**config.mk**
```make
export PLATFORM = sky130hd
export DESIGN_NAME = fpga_robots_game_reset_flat
export DESIGN_NICKNAME = d
export VERILOG_FILES = /design/src/rtl/fpga_robots_game_reset_if.sv /design/src/rtl/fpga_robots_game_reset.sv /design/src/flat_wrapper.sv
export SDC_FILE = /design/constraint.sdc
export NUM_CORES = 1
export LEC_CHECK = 0
export ABC_AREA = 1
export BUFFER_PORTS_ARGS = -buffer_cell sky130_fd_sc_hd__buf_2
export CORE_ASPECT_RATIO = 2
export CORE_UTILIZATION = 55
export DETAILED_ROUTE_END_ITERATION = 6
export GPL_TIMING_DRIVEN = 0
export PLACE_DENSITY = 0.72
export SYNTH_ARGS = -nofsm -noshare
export SYNTH_HDL_FRONTEND = slang
export SYNTH_SLANG_ARGS = --single-unit
```
**constraint.sdc**
```tcl
create_clock -name clk -period 1.8 [get_ports clk]
set_clock_uncertainty 0.15 [all_clocks]
set_input_delay 0.18 -clock clk [delete_from_list [all_inputs] [get_ports clk]]
set_output_delay 0.18 -clock clk [all_outputs]
set_load 0.01 [all_outputs]
```
**src/rtl/fpga_robots_game_reset_if.sv**
```systemverilog
// Status/control bundle between the game reset sequencer and its surroundings.
// master drives the raw async inputs; slave (the sequencer) drives the staged resets.
interface fpga_robots_game_reset_if;
  logic       locked_async;
  logic       btn_async;
  logic       rst_video;
  logic       rst_logic;
  logic       ready;
  logic [7:0] loss_count;

  modport master (
    output locked_async,
    output btn_async,
    input  rst_video,
    input  rst_logic,
    input  ready,
    input  loss_count
  );

  modport slave (
    input  locked_async,
    input  btn_async,
    output rst_video,
    output rst_logic,
    output ready,
    output loss_count
  );
endinterface

```
**src/rtl/fpga_robots_game_reset.sv**
```systemverilog
// Staged reset sequencer: PLL lock qualifies video release, game logic follows after a lead time.
// Debounced soft-reset button restarts game logic only; lock loss resets everything and is counted.
module fpga_robots_game_reset #(
  parameter int SYNC_STAGES     = 2,
  parameter int LOCK_CYCLES     = 65536,
  parameter int VIDEO_LEAD      = 64,
  parameter int HOLD_CYCLES     = 16,
  parameter int DEBOUNCE_CYCLES = 650000,
  parameter int CNT_W           = 20
) (
  input  logic                      clk,
  input  logic                      rst_n,
  fpga_robots_game_reset_if.slave   bus
);

  localparam logic [CNT_W-1:0] LOCK_LAST = CNT_W'(LOCK_CYCLES - 1);
  localparam logic [CNT_W-1:0] LEAD_LAST = CNT_W'(VIDEO_LEAD - 1);
  localparam logic [CNT_W-1:0] HOLD_LAST = CNT_W'(HOLD_CYCLES - 1);
  localparam logic [CNT_W-1:0] DB_LAST   = CNT_W'(DEBOUNCE_CYCLES - 1);

  typedef enum logic [2:0] {
    S_WAIT,
    S_STABLE,
    S_VIDEO,
    S_RUN,
    S_SOFT
  } state_t;

  state_t                 state_q, state_d;
  logic [CNT_W-1:0]       cnt_q, cnt_d;
  logic [CNT_W-1:0]       db_cnt_q, db_cnt_d;
  logic                   level_q, level_d;
  logic                   press_q, press_d;
  logic [7:0]             loss_q, loss_d;
  logic [SYNC_STAGES-1:0] lock_sync_q;
  logic [SYNC_STAGES-1:0] btn_sync_q;
  logic                   lock_s;
  logic                   btn_s;
  logic                   loss_inc;

  assign lock_s = lock_sync_q[SYNC_STAGES-1];
  assign btn_s  = btn_sync_q[SYNC_STAGES-1];

  always_ff @(posedge clk) begin
    if (!rst_n) begin
      state_q     <= S_WAIT;
      cnt_q       <= '0;
      db_cnt_q    <= '0;
      level_q     <= 1'b0;
      press_q     <= 1'b0;
      loss_q      <= 8'd0;
      lock_sync_q <= '0;
      btn_sync_q  <= '0;
    end else begin
      state_q     <= state_d;
      cnt_q       <= cnt_d;
      db_cnt_q    <= db_cnt_d;
      level_q     <= level_d;
      press_q     <= press_d;
      loss_q      <= loss_d;
      lock_sync_q <= {lock_sync_q[SYNC_STAGES-2:0], bus.locked_async};
      btn_sync_q  <= {btn_sync_q[SYNC_STAGES-2:0], bus.btn_async};
    end
  end

  // Press is registered alongside the level update, so it is a single-cycle pulse.
  always_comb begin
    db_cnt_d = db_cnt_q;
    level_d  = level_q;
    press_d  = 1'b0;
    if (btn_s == level_q) begin
      db_cnt_d = '0;
    end else if (db_cnt_q == DB_LAST) begin
      db_cnt_d = '0;
      level_d  = btn_s;
      press_d  = btn_s;
    end else begin
      db_cnt_d = db_cnt_q + 1'b1;
    end
  end

  always_comb begin
    state_d  = state_q;
    cnt_d    = cnt_q;
    loss_inc = 1'b0;
    case (state_q)
      S_WAIT: begin
        if (lock_s) begin
          state_d = S_STABLE;
          cnt_d   = '0;
        end
      end
      S_STABLE: begin
        if (!lock_s) begin
          state_d = S_WAIT;
          cnt_d   = '0;
        end else if (cnt_q == LOCK_LAST) begin
          state_d = S_VIDEO;
          cnt_d   = '0;
        end else begin
          cnt_d = cnt_q + 1'b1;
        end
      end
      S_VIDEO: begin
        if (!lock_s) begin
          state_d = S_WAIT;
          cnt_d   = '0;
        end else if (cnt_q == LEAD_LAST) begin
          state_d = S_RUN;
          cnt_d   = '0;
        end else begin
          cnt_d = cnt_q + 1'b1;
        end
      end
      S_RUN: begin
        // Lock loss is checked first so it wins over a coincident press.
        if (!lock_s) begin
          state_d  = S_WAIT;
          cnt_d    = '0;
          loss_inc = 1'b1;
        end else if (press_q) begin
          state_d = S_SOFT;
          cnt_d   = '0;
        end
      end
      S_SOFT: begin
        if (!lock_s) begin
          state_d  = S_WAIT;
          cnt_d    = '0;
          loss_inc = 1'b1;
        end else if (cnt_q == HOLD_LAST) begin
          state_d = S_RUN;
          cnt_d   = '0;
        end else begin
          cnt_d = cnt_q + 1'b1;
        end
      end
      default: begin
        state_d = S_WAIT;
        cnt_d   = '0;
      end
    endcase
  end

  assign loss_d = (loss_inc && (loss_q != 8'hFF)) ? loss_q + 8'd1 : loss_q;

  assign bus.rst_video  = (state_q == S_WAIT) || (state_q == S_STABLE);
  assign bus.rst_logic  = (state_q != S_RUN);
  assign bus.ready      = (state_q == S_RUN);
  assign bus.loss_count = loss_q;

endmodule

```
**src/flat_wrapper.sv**
```systemverilog
// flat-port wrapper written by rule: the top's interface ports become plain ports
module fpga_robots_game_reset_flat 
#(
  parameter int SYNC_STAGES     = 2,
  parameter int LOCK_CYCLES     = 65536,
  parameter int VIDEO_LEAD      = 64,
  parameter int HOLD_CYCLES     = 16,
  parameter int DEBOUNCE_CYCLES = 650000,
  parameter int CNT_W           = 20
)
  (clk, rst_n, bus_locked_async, bus_btn_async, bus_rst_video, bus_rst_logic, bus_ready, bus_loss_count);
  fpga_robots_game_reset_if bus_i ();
  input  logic clk;
  input  logic rst_n;
  input wire logic [$bits(bus_i.locked_async)-1:0] bus_locked_async;
  input wire logic [$bits(bus_i.btn_async)-1:0] bus_btn_async;
  output wire logic [$bits(bus_i.rst_video)-1:0] bus_rst_video;
  output wire logic [$bits(bus_i.rst_logic)-1:0] bus_rst_logic;
  output wire logic [$bits(bus_i.ready)-1:0] bus_ready;
  output wire logic [$bits(bus_i.loss_count)-1:0] bus_loss_count;
  assign bus_i.locked_async = bus_locked_async;
  assign bus_i.btn_async = bus_btn_async;
  assign bus_rst_video = bus_i.rst_video;
  assign bus_rst_logic = bus_i.rst_logic;
  assign bus_ready = bus_i.ready;
  assign bus_loss_count = bus_i.loss_count;
  fpga_robots_game_reset #(.SYNC_STAGES(SYNC_STAGES), .LOCK_CYCLES(LOCK_CYCLES), .VIDEO_LEAD(VIDEO_LEAD), .HOLD_CYCLES(HOLD_CYCLES), .DEBOUNCE_CYCLES(DEBOUNCE_CYCLES), .CNT_W(CNT_W)) u_core (.clk(clk), .rst_n(rst_n), .bus(bus_i));
endmodule
```
==> results by group <==
Setup path
  • Crit path launch type: flip-flop
  • Crit end category: flip-flop
  • WP depth: 11
  • Family with the most delay on the worst path: simple AND/OR/NAND/NOR gates
  • Worst Path Arrival: 1.88 ns
  • CP Cell Sequence: ha_4 > nand2_4 > nor2_4 > inv_1 > nor2_2 > nand2_2 > nand2_4 > nand3_4 > nor2_4 > buf_6 > nor3_2
  • Crit-path slowest cell: dfxtp_2
  • CP max FO: 5
  • Reg2reg path depth: 11
  • CP max stage delay: 0.36 ns
  • Critical setup path kind: reg -> reg
  • Worst Path Required: 1.87 ns
  • WP buf/inv: 2

Power
  • Comb power frac: 0.285
  • Psw: 1.15 mW
  • Reg power frac: 0.404
  • Leak Pwr: 1.43 nW
  • Sw frac: 0.339
  • Total power: 3.40 mW
  • IR drop worst, VDD: 0.000834 V
  • Power Internal: 2.24 mW
  • Pwr dens: 905 nW/um2
  • Clk pwr share: 0.311

Min path
  • Min-Delay Path Class: in -> reg
  • Hold Path Depth: 3

Yosys
  • Gate count of the mapped netlist: 448
  • Post-synth top cells: nand2_1, nor2_1, dfxtp_1, inv_1, nand3_1
  • Post-Synth Simple-Gate Area: 0.399
  • Post-synthesis sequential area ratio: 0.377
  • Area leader, netlist: dfxtp_1
  • Post-Synth XOR/XNOR Area: 0.0347
  • Top_reg_cell synth: dfxtp_1
  • Most frequent cell after synthesis: nand2_1
  • Top cells by area, synth: dfxtp_1, nand2_1, nor2_1
  • Synth async-reset ratio: 0
  • Multiplexer share of the synthesized area: 0
  • Yosys reg bits: 57
  • Largest family of logic cells by synthesized area: simple AND/OR/NAND/NOR gates
  • Mean Syn Cell Area: 6.76 um2
  • Synth top area share: 0.377
  • Compound-gate portion of the synthesized area: 0.0868
  • Syn nets: 455
  • Synth warn: 0
  • Synth cell types: 31
  • Number of flops mapped to enable cells by yosys: 0
  • Post-synthesis adder-cell area fraction: 0.0124
  • Post-Syn Area: 3030 um2

Timing
  • Setup TNS: -0.0558 ns
  • Final setup viols: 6
  • RSZ-0062 raised after global routing: true
  • Slew @ Worst Pin: 0.536 ns
  • Crit share post-route: 1.01
  • Final Slew Violations: 0
  • Hold Slack: 0.108 ns
  • Worst slew margin: 0.643
  • Max Fclk: 551 MHz
  • Final Hold Viols: 0
  • Setup ws final: -0.0163 ns
  • Min cycle time layout: 1.82 ns

Run status
  • Failing checks: negative setup slack
  • Outcome: finished, violations left

Floorplan
  • Initial Utilization: 0.579
  • Die footprint: 5820 um2
  • IO Count: 15
  • Chip Width: 54.5 um
  • Num rows: 37
  • Core area: 5230 um2
  • Chip Height: 107 um

Placement
  • Number of port buffers: 13
  • Setup WS pre-CTS: -0.361 ns
  • Area of placed instances: 3170 um2
  • Routability cong.: 0.885
  • Cells after DPL: 519
  • Post-DP HPWL: 5600 um

Layout
  • Fillers: 446
  • Post-Layout Cell Count: 559
  • Layout cells sized above 1: 0.228
  • Area Overhead vs Synth: 24.0%
  • Nets@finish: 503
  • Final Util: 0.718
  • Antenna cell count: 0
  • Finished Cell Area: 3750 um2

Drt
  • Detail Route Antenna Nets: 0
  • DRT Pass-1 Iters: 4
  • DR WL/cell: 14.6 um
  • DRT Wirelength: 8160 um
  • Via count: 3,080
  • Drt via density: 5.51
  • Drt drc: 0
  • DRT iter0 DRCs: 106

CTS
  • Longest Clk Path Bufs: 2
  • CTS Buf Count: 9
  • Clock root buffer: clkbuf_8
  • Clock Sinks: 57
  • Skew-Pair Late Insertion Delay: 0.34 ns
  • H-tree Lvls: 3
  • Reg clk slew, reported paths: 0.06 ns
  • CTS tree: yes

Global route
  • First-pass GRT wire length: 12,200 um
  • GRT Util Overall: 0.292
  • Number of global-route vias before repair: 2,944
  • Aggregate global routing overflow: 0
  • Initial antenna violation count: 0
  • Largest net degree at the start of global routing: 11

Job
  • Max_cap viols: 0
-- worst paths after layout --
| check | slack (ns) | start | to |
|---|---|---|---|
| max | -0.02 | u_core.cnt_q[0]$_SDFFE_PN0P_ | u_core.cnt_q[16]$_SDFFE_PN0P_ |
| min | 0.11 | rst_n | u_core.cnt_q[15]$_SDFFE_PN0P_ |
| max reg2reg | -0.02 | u_core.cnt_q[0]$_SDFFE_PN0P_ | u_core.cnt_q[16]$_SDFFE_PN0P_ |
| min reg2reg | 0.27 | u_core.lock_sync_q[0]$_SDFF_PN0_ | u_core.lock_sync_q[1]$_SDFF_PN0_ |
-- worst register-to-register path, cell delays in order, from the launching register on --
cell and delay, ns:
dfxtp_2 0.36, ha_4 0.15, nand2_4 0.06, nor2_4 0.11
inv_1 0.06, nor2_2 0.12, nand2_2 0.10, nand2_4 0.08
nand3_4 0.09, nor2_4 0.21, buf_6 0.18, nor3_2 0.04
-- sequential cells by signal, summed over array words and instances, names as in the netlist --
name                   flops
u_core.lock_sync_q         2
u_core.level_q             1
u_core.cnt_q              20
u_core.state_q             3
u_core.btn_sync_q          2
u_core.db_cnt_q           20
u_core.press_q             1
u_core.bus.loss_count      8
-- cells by family (layout without fill, tap and decap cells) --
group | Yosys count | count (layout)
and+or+nand+nor | 261 | 261
buffers and inverters | 66 | 119
DFF | 57 | 57
AOI/OAI and AO/OA | 49 | 49
xor gates and xnor gates | 12 | 12
adders and majority gates | 3 | 3
-- power by group through the flow --
stage / combinational [mW] / sequential, mW / clock, mW
global route: 1.06 / 1.38 / 1.12
CTS: 0.932 / 1.37 / 1.07
floorplan: 0.563 / 1.39 / 0
global placement: 0.774 / 1.39 / 0
detailed placement: 0.784 / 1.39 / 0
finish: 0.966 / 1.37 / 1.06
-- layout make-up --
cell class	count	area [um2]	share of cell area
buffer	10	72.6	0.0193
clock buffer	13	159	0.0423
clock inverter	3	15.0	0.00400
inverter	56	213	0.0567
multi-input combinational	325	1770	0.473
sequential	57	1160	0.309
tap	58	72.6	0.0193
timing repair buffer	37	288	0.0767
-- placed cells by master (no fill, tap or decap), drive strengths merged, types with 5 or more instances in the layout --
cell	Yosys	routed
xor2	6	6
a21oi	24	24
nor3	19	19
o21ai	17	17
xnor2	6	6
nand3	44	44
inv	56	56
nand2	93	93
buf	6	39
dfxtp	57	57
nor2	79	79
a31oi	5	5
nand4	15	15
clkbuf	4	19
-- metal layers --
metal  up-vias  GRT usage  share of wire
met5         -          0              0
met4         0      0.200          0.043
met3        30     0.0681          0.026
met2        65      0.550           0.59
met1      1434      0.238           0.34
li1       1551          -              -
-- repair_timing --
item / CTS / global route
endpoints found under the setup margin: 48 / 54
pin swaps: 15 / 14
setup buffers: 16 / 4
cloned: 1 / 1
endpoints found under the hold margin: 2 / 0
gates resized for setup: 27 / 35
hold buffers: 2 / 0
(Power assumes the default switching activity.)
